### src/rtl/uart_pkt_pkg.sv
// Shared types and constants for the UART packet controller.
package uart_pkt_pkg;

  typedef enum logic [2:0] {
    ST_IDLE,
    ST_CMD,
    ST_LEN,
    ST_PAYLOAD,
    ST_CHK,
    ST_DRAIN
  } state_e;

  localparam logic [7:0] HEADER_DEFAULT = 8'hA5;
  localparam logic [7:0] CMD_DATA       = 8'h01;
  localparam logic [7:0] CMD_BAUD       = 8'h02;

  localparam logic [2:0] ERR_NONE    = 3'd0;
  localparam logic [2:0] ERR_LEN     = 3'd1;
  localparam logic [2:0] ERR_CHK     = 3'd2;
  localparam logic [2:0] ERR_TIMEOUT = 3'd3;
  localparam logic [2:0] ERR_CMD     = 3'd4;

  // Receiver only knows settings 0..2; anything else falls back to 115200.
  function automatic logic [2:0] baud_map(input logic [7:0] b);
    return (b[2:0] > 3'd2) ? 3'd0 : b[2:0];
  endfunction

endpackage

### src/rtl/uart_pkt_buf.sv
// Payload buffer: registered write port, asynchronous read port.
module uart_pkt_buf #(
  parameter int MAX_LEN = 16,
  parameter int AW      = 4
) (
  input  logic          clk,
  input  logic          we,
  input  logic [AW-1:0] waddr,
  input  logic [7:0]    wdata,
  input  logic [AW-1:0] raddr,
  output logic [7:0]    rdata
);

  logic [7:0] mem_q [MAX_LEN];

  always_ff @(posedge clk) begin
    if (we) mem_q[waddr] <= wdata;
  end

  assign rdata = mem_q[raddr];

endmodule

### src/rtl/uart_rx_pkt_ctrl.sv
// Frames the UART byte stream into checksummed packets, streams accepted
// payloads out and applies in-band baud-rate changes.
module uart_rx_pkt_ctrl
  import uart_pkt_pkg::*;
#(
  parameter logic [7:0] HEADER      = HEADER_DEFAULT,
  parameter int         MAX_LEN     = 16,
  parameter int         TIMEOUT_CYC = 100000
) (
  input  logic       sysclk,
  input  logic       rst,
  input  logic [7:0] rx_data,
  input  logic       rx_done,
  output logic [2:0] baud_set,
  output logic       baud_chg,
  output logic [7:0] pkt_data,
  output logic       pkt_valid,
  output logic       pkt_last,
  input  logic       pkt_ready,
  output logic       pkt_ok,
  output logic       pkt_err,
  output logic [2:0] err_code,
  output logic [7:0] overrun_cnt
);

  localparam int             AW        = (MAX_LEN > 1) ? $clog2(MAX_LEN) : 1;
  localparam int             TW        = $clog2(TIMEOUT_CYC + 1);
  localparam logic [TW-1:0]  TMO_LAST  = TW'(TIMEOUT_CYC - 1);
  localparam logic [7:0]     MAX_LEN_B = 8'(MAX_LEN);

  state_e        state_q, state_d;
  logic [7:0]    acc_q, cmd_q, len_q, wr_ptr_q, rd_ptr_q;
  logic [TW-1:0] tmo_q;
  logic          baud_pend_q, baud_pend_d;
  logic [2:0]    baud_set_q, err_code_q, err_code_d;
  logic          baud_chg_q, pkt_ok_q, pkt_ok_d, pkt_err_q, pkt_err_d;
  logic [7:0]    overrun_q;
  logic [7:0]    buf_rdata, chk_sum;
  logic          buf_we, in_frame, tmo_hit, hs, last_rd, len_bad, cmd_ok;

  assign in_frame = (state_q == ST_CMD) || (state_q == ST_LEN) ||
                    (state_q == ST_PAYLOAD) || (state_q == ST_CHK);
  // A byte arriving on the terminal count takes priority over the timeout.
  assign tmo_hit  = in_frame && !rx_done && (tmo_q == TMO_LAST);
  assign hs       = (state_q == ST_DRAIN) && pkt_ready;
  assign last_rd  = (rd_ptr_q == len_q - 8'd1);
  assign chk_sum  = acc_q + rx_data;
  assign cmd_ok   = (rx_data == CMD_DATA) || (rx_data == CMD_BAUD);
  assign len_bad  = ((cmd_q == CMD_DATA) && (rx_data > MAX_LEN_B)) ||
                    ((cmd_q == CMD_BAUD) && (rx_data != 8'd1));
  assign buf_we   = (state_q == ST_PAYLOAD) && rx_done;

  uart_pkt_buf #(.MAX_LEN(MAX_LEN), .AW(AW)) u_buf (
    .clk   (sysclk),
    .we    (buf_we),
    .waddr (wr_ptr_q[AW-1:0]),
    .wdata (rx_data),
    .raddr (rd_ptr_q[AW-1:0]),
    .rdata (buf_rdata)
  );

  always_ff @(posedge sysclk) begin
    if (rst) state_q <= ST_IDLE;
    else     state_q <= state_d;
  end

  always_comb begin
    state_d = state_q;
    unique case (state_q)
      ST_IDLE:    if (rx_done && rx_data == HEADER) state_d = ST_CMD;
      ST_CMD:     if (rx_done) state_d = cmd_ok ? ST_LEN : ST_IDLE;
      ST_LEN:     if (rx_done) state_d = len_bad ? ST_IDLE :
                                         (rx_data == 8'd0) ? ST_CHK : ST_PAYLOAD;
      ST_PAYLOAD: if (rx_done && wr_ptr_q == len_q - 8'd1) state_d = ST_CHK;
      ST_CHK:     if (rx_done) state_d = (chk_sum == 8'd0 && cmd_q == CMD_DATA &&
                                          len_q != 8'd0) ? ST_DRAIN : ST_IDLE;
      ST_DRAIN:   if (hs && last_rd) state_d = ST_IDLE;
      default:    state_d = ST_IDLE;
    endcase
    if (tmo_hit) state_d = ST_IDLE;
  end

  always_comb begin
    pkt_ok_d    = 1'b0;
    pkt_err_d   = 1'b0;
    err_code_d  = err_code_q;
    baud_pend_d = 1'b0;
    if (rx_done) begin
      unique case (state_q)
        ST_CMD: if (!cmd_ok) begin pkt_err_d = 1'b1; err_code_d = ERR_CMD; end
        ST_LEN: if (len_bad) begin pkt_err_d = 1'b1; err_code_d = ERR_LEN; end
        ST_CHK: begin
          if (chk_sum == 8'd0) begin
            pkt_ok_d    = 1'b1;
            baud_pend_d = (cmd_q == CMD_BAUD);
          end else begin
            pkt_err_d  = 1'b1;
            err_code_d = ERR_CHK;
          end
        end
        default: ;
      endcase
    end
    if (tmo_hit) begin
      pkt_err_d  = 1'b1;
      err_code_d = ERR_TIMEOUT;
    end
  end

  // Frame data path: accumulator, command and length carry no reset.
  always_ff @(posedge sysclk) begin
    if (rx_done) begin
      case (state_q)
        ST_IDLE:    acc_q <= 8'd0;
        ST_CMD:     begin acc_q <= chk_sum; cmd_q <= rx_data; end
        ST_LEN:     begin acc_q <= chk_sum; len_q <= rx_data; end
        ST_PAYLOAD: acc_q <= chk_sum;
        default:    ;
      endcase
    end
  end

  always_ff @(posedge sysclk) begin
    if (rst) begin
      wr_ptr_q    <= 8'd0;
      rd_ptr_q    <= 8'd0;
      tmo_q       <= '0;
      baud_pend_q <= 1'b0;
      baud_set_q  <= 3'd0;
      baud_chg_q  <= 1'b0;
      pkt_ok_q    <= 1'b0;
      pkt_err_q   <= 1'b0;
      err_code_q  <= ERR_NONE;
      overrun_q   <= 8'd0;
    end else begin
      pkt_ok_q    <= pkt_ok_d;
      pkt_err_q   <= pkt_err_d;
      err_code_q  <= err_code_d;
      baud_pend_q <= baud_pend_d;
      baud_chg_q  <= baud_pend_q;
      // rd_ptr is parked at 0 outside DRAIN, so the read port shows buffer[0].
      if (baud_pend_q) baud_set_q <= baud_map(buf_rdata);
      if (rx_done || !in_frame) tmo_q <= '0;
      else                      tmo_q <= tmo_q + TW'(1);
      if (state_q == ST_LEN && rx_done) wr_ptr_q <= 8'd0;
      else if (buf_we)                  wr_ptr_q <= wr_ptr_q + 8'd1;
      if (hs) rd_ptr_q <= last_rd ? 8'd0 : rd_ptr_q + 8'd1;
      if (state_q == ST_DRAIN && rx_done && overrun_q != 8'hFF)
        overrun_q <= overrun_q + 8'd1;
    end
  end

  assign pkt_valid   = (state_q == ST_DRAIN);
  assign pkt_data    = pkt_valid ? buf_rdata : 8'h00;
  assign pkt_last    = pkt_valid && last_rd;
  assign baud_set    = baud_set_q;
  assign baud_chg    = baud_chg_q;
  assign pkt_ok      = pkt_ok_q;
  assign pkt_err     = pkt_err_q;
  assign err_code    = err_code_q;
  assign overrun_cnt = overrun_q;

endmodule

### config.mk
export PLATFORM = sky130hd
export DESIGN_NAME = uart_rx_pkt_ctrl
export DESIGN_NICKNAME = d
export VERILOG_FILES = /design/src/rtl/uart_pkt_pkg.sv /design/src/rtl/uart_pkt_buf.sv /design/src/rtl/uart_rx_pkt_ctrl.sv
export SDC_FILE = /design/constraint.sdc
export NUM_CORES = 1
export LEC_CHECK = 0
export BUFFER_PORTS_ARGS = -buffer_cell sky130_fd_sc_hd__buf_2
export CAP_MARGIN = 20
export CORE_MARGIN = 4
export CORE_UTILIZATION = 55
export DETAILED_ROUTE_END_ITERATION = 16
export GPL_ROUTABILITY_DRIVEN = 0
export PLACE_DENSITY = 0.84
export SETUP_SLACK_MARGIN = 0.02
export SYNTH_ARGS = -nofsm -noshare
export SYNTH_HDL_FRONTEND = slang
export SYNTH_SLANG_ARGS = --single-unit
export TNS_END_PERCENT = 30
### constraint.sdc
create_clock -name sysclk -period 6.3 [get_ports sysclk]
set_clock_uncertainty 0.15 [all_clocks]
set_input_delay 1.26 -clock sysclk [delete_from_list [all_inputs] [get_ports sysclk]]
set_output_delay 1.26 -clock sysclk [all_outputs]
set_load 0.01 [all_outputs]
==> results of run 1 <==
-- state kept, by name, indices dropped and copies added (netlist names), named ones only --
register     count
acc_q            8
rd_ptr_q         8
pkt_err          1
state_q          3
baud_pend_q      1
baud_chg         1
cmd_q            8
len_q            8
err_code         3
baud_set         3
tmo_q           17
u_buf.mem_q    128
wr_ptr_q         8
overrun_cnt      8
pkt_ok           1
-- synthesized netlist by cell type, drive strengths merged (2+ instances only) --
master | number | area, µm²
edfxtp | 152 | 4560
nor2 | 81 | 304
dfxtp | 58 | 1160
mux4 | 39 | 878
nand2 | 31 | 116
xor2 | 29 | 254
xnor2 | 21 | 184
inv | 20 | 75.1
nand3 | 20 | 100
ha | 16 | 200
a21oi | 15 | 75.1
nor3 | 15 | 75.1
clkbuf | 13 | 48.8
nand4 | 12 | 75.1
nand2b | 10 | 62.6
and2 | 9 | 56.3
o21ai | 9 | 45.0
and3 | 8 | 50.1
buf | 7 | 31.3
nor2b | 7 | 51.3
nor4 | 7 | 58.8
a21o | 6 | 45.0
or2 | 6 | 37.5
a211oi | 5 | 37.5
or3 | 5 | 31.3
xnor3 | 5 | 113
a211o | 4 | 35.0
mux2i | 4 | 40.0
nor3b | 4 | 30.0
or4 | 4 | 33.8
o22ai | 3 | 18.8
a2111oi | 2 | 17.5
a21boi | 2 | 15.0
nand4b | 2 | 17.5
o211ai | 2 | 15.0
o21a | 2 | 15.0
or3b | 2 | 17.5
-- cell families (layout without fill, tap and decap cells) --
kind of cell,count (synthesis),after routing,share of synthesized area [%]
flops,210,210,62.6
fa+ha+maj,18,18,2.52
simple gates,227,227,12.6
xor+xnor,55,55,6.02
mux,44,44,10.2
compound gates,58,58,4.34
buf+inv,41,107,1.74
-- worst reg2reg max path: stages, from the launching register on --
cell,delay [ns]
edfxtp_1,0.49
inv_1,0.13
ha_1,0.22
or3b_1,0.44
nor3_1,0.31
xnor3_1,0.33
nor4_4,0.22
a21oi_1,0.14
a211o_1,0.34
o311a_1,0.36
-- worst max-delay path by stage --
stage	startpoint	endpoint	depth (start not counted)
4_1_cts	len_q[0]	pkt_last	8
3_5_place_dp	rx_data[0]	baud_pend_q	11
3_3_place_gp	register	pkt_data[0]	5
6_report	len_q[0]	pkt_last	8
5_1_grt	len_q[0]	pkt_last	8
2_1_floorplan	register	pkt_data[3]	6
-- cell type report --
| cell class | instances | area (µm²) | area share, % |
|---|---|---|---|
| clock buffer | 35 | 634 | 6.16 |
| multi-input combinational | 402 | 3260 | 31.7 |
| sequential | 210 | 5730 | 55.6 |
| inverter | 21 | 78.8 | 0.766 |
| timing repair buffer | 46 | 267 | 2.59 |
| clock inverter | 5 | 56.3 | 0.547 |
| tap | 216 | 270 | 2.63 |
-- through the flow --
step	hold WS, ns	worst slack, ns	instance area [µm²]
after CTS	0.320	1.72	10300
final	0.317	1.76	10300
after detailed placement	0.307	2.04	9580
after global placement	0.290	2.19	9560
after global routing	0.345	1.62	10300
after floorplan	0.280	2.52	9140
-- power groups by stage --
stage	clock network, mW	registers, mW	logic (mW)
2_1_floorplan	0	1.57	0.214
6_report	1.24	1.54	0.309
3_5_place_dp	0	1.57	0.293
3_3_place_gp	0	1.57	0.270
4_1_cts	1.26	1.54	0.301
5_1_grt	1.32	1.55	0.337
-- routing by layer --
layer	vias up	routed length (µm)	track usage (%)	share of wire [%]
met1	2826	7950	29.5	39
met4	0	691	8.54	3.4
met3	54	1520	3.46	7.4
met2	312	10500	38.1	51
met5	-	0	0	0
li1	2555	-	-	-
==> metrics.txt, run 1 <==
clk buf depth=3; Seq/Total Area, Yosys=62.6%; crit-path cells=inv_1, ha_1, or3b_1, nor3_1, xnor3_1, or4_1, nor2_1, buf_2; yosys warns=0; Finished Layout Cells=935; prevailing post-synth register cell=edfxtp_1; CP Class=reg -> out; die height=137 µm; Util after Layout=64.1%; hold depth=1; min cycle time layout=4.54 ns; die area=18700 µm²; CP Data Arrival Time=3.13 ns; layout cells sized above 1=17.8%; NetSw=721 µW; final antenna diode count=0; commonest non-fill, non-tap cell in the layout=edfxtp_1; Pre-antenna DRT Iters=6; IO Count=39; Pleak=3.51 nW; Final Hold Violating Endpoints=0; Mapped Cells=653; Total Neg Setup Slack=0 ns; RSZ-0062 raised after global routing=false; CTS clk-pin slew, worst paths=0.06 ns; pin count of the biggest net entering global routing=33; asr flop ratio synth=0%; GRT Util Overall=22.5%; Fillers=1070; Post-Syn Area=9140 µm²; max_cap viols=0; vias in the first global route=5805; Post-synth EDFFs=152; CTS tree=done; Vias/cell=6.15; status=completed; Synthesized Nets=682; area of the core=16100 µm²; die width=137 µm; TritonCTS Buffers=22; CP endpoint kind=output port; Slew headroom=23.8%; most frequent cells in the layout=edfxtp_1 (152), nor2_1 (81), dfxtp_1 (57); FF+latch count, synth=210; P_int=2.37 mW; r2r setup slk=3.07 ns; # setup viols final=0; root buf cell=clkbuf_16; Hold Crit Start=tmo_q[0]; Crit path largest cell delay=0.49 ns; DP HPWL=12.6 mm; # rows=46; wire length per cell=22.1 µm; Syn Area/Cell=14.0 µm²; Clock Sinks=210; Seq pwr share=49.9%; top cell family by delay on the critical path=simple AND/OR/NAND/NOR gates; CP Max Fanout=6; postcts setup bufs=0; Starting Density=56.9%; dpl cells=893; worst-skew pair later-pin latency=0.50 ns; clock power share=40.2%; Hold Path End=tmo_q[0]; Achievable Freq=0.220 GHz; fin crit share=72.1%; logic gate share of total power=10.0%; CTS resizes=0; startpoint types=register; global-route wire length before repair=32.1 mm; R2R cell count=9; via count=5747; CP max stage cell=edfxtp_1; post-route antenna net violation count=0; Slew Viols, Final=0; nets@finish=732; Worst-Margin Slew=1.14 ns; sw frac=23.3%; DRC Markers=0; CP Data Required Time=4.89 ns; port bufs=38; Layout area overhead=12.6%; pwr/cell area=301 nW/µm²; final WL=20.6 mm; hold buffers post-CTS=0; worst vdd ir=0.205 mV; first-iteration detailed-routing DRC count=601; initial antenna violation count=0; Overall Power=3.09 mW; count of different cell masters after synthesis=59; Reg-to-Reg End=state_q[2]; Critical R2R Launch=len_q[0]; H-tree Lvls=1; Overflow after GRT=0; Hold Crit Class=reg -> reg; CP Buf/Inv Count=2
(Power assumes the default switching activity.)
==> run 2: changes to the inputs <==
Settings changed: ABC_AREA set to 1.
Clock period 6.3 ns to 4.6 ns, I/O delays scaled along.
==> metrics.txt, run 2 <==
status=completed (unchanged); asr flop ratio synth=0% (unchanged); CP endpoint kind=output port (unchanged); Hold Crit Class=reg -> reg (unchanged); CP Max Fanout=62 (was 6); Vias/cell=5.77 (was 6.15); DP HPWL=13.6 mm (was 12.6 mm); synth cell count leaders=nor2_1 (163), edfxtp_1 (152), nand2_1 (130), inv_1 (88), o21ai_0 (76) (was edfxtp_1 (152), nor2_1 (81), dfxtp_1 (58), mux4_2 (39), nand2_1 (31)); Overflow after GRT=0 (unchanged); Overall Power=4.47 mW (was 3.09 mW); via count=7201 (was 5747); TritonCTS Buffers=22 (unchanged); fin crit share=81.2%; Critical R2R Launch=acc_q[0] (was len_q[0]); port bufs=38 (unchanged); root buf cell=clkbuf_16 (unchanged); Finished Layout Cells=1249 (was 935); CTS resizes=0 (unchanged); die width=140 µm (was 137 µm); IO Count=39 (unchanged); largest cells by area after synthesis=edfxtp_1 (48%), dfxtp_1 (12%), nor2_1 (6.4%) (was edfxtp_1 (50%), dfxtp_1 (13%), mux4_2 (9.6%)); global-route wire length before repair=34.8 mm (was 32.1 mm); first-iteration detailed-routing DRC count=616 (was 601); worst-skew pair later-pin latency=0.49 ns (was 0.50 ns); die area=19500 µm² (was 18700 µm²); Pleak=3.83 nW (was 3.51 nW); post-route antenna net violation count=0 (unchanged); Final Instance Area=10600 µm² (was 10300 µm²); DRC Markers=0 (unchanged); Achievable Freq=0.268 GHz; WHS=0.287 ns (was 0.317 ns); min cycle time layout=3.74 ns; clk buf depth=3 (unchanged); Worst-Margin Slew=1.09 ns (was 1.14 ns); pwr/cell area=422 nW/µm² (was 301 nW/µm²); vias in the first global route=6974 (was 5805); Clock Sinks=210 (unchanged); count of different cell masters after synthesis=45 (was 59); Post-synth EDFFs=152 (unchanged); CP Class=reg -> out (unchanged); dpl cells=1209 (was 893); Starting Density=56.8% (was 56.9%); die height=140 µm (was 137 µm); CP Data Required Time=3.53 ns (was 4.89 ns); Total Neg Setup Slack=0 ns (unchanged); worst vdd ir=0.366 mV (was 0.205 mV); RSZ-0062 raised after global routing=false (unchanged); Pre-antenna DRT Iters=7 (was 6); commonest non-fill, non-tap cell in the layout=nor2_1 (was edfxtp_1); postcts setup bufs=0 (unchanged); # rows=47 (was 46); Regs by FF count=u_buf.mem_q x128, tmo_q x17 (unchanged); Synthesized Nets=1003 (was 682); Mapped Cells=974 (was 653); startpoint types=register (unchanged); Post-Syn Area=9530 µm² (was 9140 µm²); wire length per cell=17.2 µm (was 22.1 µm); Slew headroom=27.5% (was 23.8%); Setup WS pre-CTS=1.27 ns (was 2.04 ns); most frequent cells in the layout=nor2_1 (163), edfxtp_1 (152), nand2_1 (130) (was edfxtp_1 (152), nor2_1 (81), dfxtp_1 (57)); Slew Viols, Final=0 (unchanged); Final Hold Violating Endpoints=0 (unchanged); final worst slack=0.864 ns (was 1.76 ns); final WL=21.5 mm (was 20.6 mm); area of the core=16800 µm² (was 16100 µm²); CP Data Arrival Time=2.67 ns (was 3.13 ns); CTS tree=done (unchanged); placed cell area=9900 µm² (was 9580 µm²); # setup viols final=0 (unchanged); Layout area overhead=11.1% (was 12.6%); Syn Area/Cell=9.78 µm² (was 14.0 µm²); final antenna diode count=0 (unchanged); layout cells sized above 1=11.5% (was 17.8%); CTS clk-pin slew, worst paths=0.06 ns (about the same); Synth top area share=47.9% (was 49.9%); Reg with most FFs=u_buf.mem_q (unchanged); pin count of the biggest net entering global routing=67 (was 33); prevailing post-synth register cell=edfxtp_1 (unchanged); max_cap viols=0 (unchanged); nets@finish=1042 (was 732); Hold Crit Start=baud_set[2] (was tmo_q[0]); most numerous cell in the Yosys netlist=nor2_1 (was edfxtp_1); Util after Layout=63.2% (was 64.1%); max reg flops=128 (unchanged); FF+latch count, synth=210 (unchanged); GRT Util Overall=21.8% (was 22.5%); hold buffers post-CTS=0 (unchanged); H-tree Lvls=1 (unchanged); Seq/Total Area, Yosys=60.1% (was 62.6%); cell accounting for the most synthesized area=edfxtp_1 (unchanged); yosys warns=0 (unchanged); initial antenna violation count=1 (was 0)
[run 2: cell count changes after synthesis, sizes merged, moves of 39 or more]
cell / before / now
nand2: 31 / 135
nor2: 81 / 178
inv: 20 / 99
o21ai: 9 / 83
nand3: 20 / 64
mux4: 39 / 0
[run 2: layout make-up]
class	instances	area (µm²)
repair buffers	42	220
flip-flops and latches	210	5730
fillers	1286	6170
well taps	220	275
multi-input cells	635	3300
inverters	102	383
clock inverters	11	77.6
clock buffers	29	608
[run 2: logic make-up (layout without fill, tap and decap cells)]
logic type	after synthesis	count (layout)	share of synthesized area, %
and+or+nand+nor	425	425	20.1
DFF	210	210	60.1
AOI/OAI and AO/OA	178	178	10.9
buffers and inverters	129	184	5.31
adders and majority gates	17	17	2.31
xor gates and xnor gates	15	15	1.38
[run 2: power by group]
part | switching, mW | leakage (nW) | internal (mW)
Clock | 0.688 | 0.324 | 0.983
Sequential | 0.0450 | 1.84 | 2.11
Combinational | 0.443 | 1.66 | 0.197
[run 2: worst max-delay path: stages (launching register included)]
cell	delay, ns
dfxtp_2	0.32
inv_2	0.74
o21ai_0	0.28
o221ai_1	0.31
nand3_1	0.15
a21oi_1	0.17
buf_2	0.15
[run 2: metal layers]
metal  up-vias  part of all wire (%)  GRT usage, %
li1       3452                     -             -
met1      3340                    41          28.6
met2       360                    48          36.4
met3        47                   8.4          4.46
met4         2                   2.6          7.19
met5         -                 0.033             0
[run 2: worst paths after layout]
path / slack [ns] / cells after the start / endpoint
setup / recovery: 0.86 / 6 / pkt_data[5]
hold / removal: 0.29 / 2 / baud_set[2]
setup reg to reg: 2.18 / 15 / err_code[1]
hold reg to reg: 0.29 / 2 / baud_set[2]
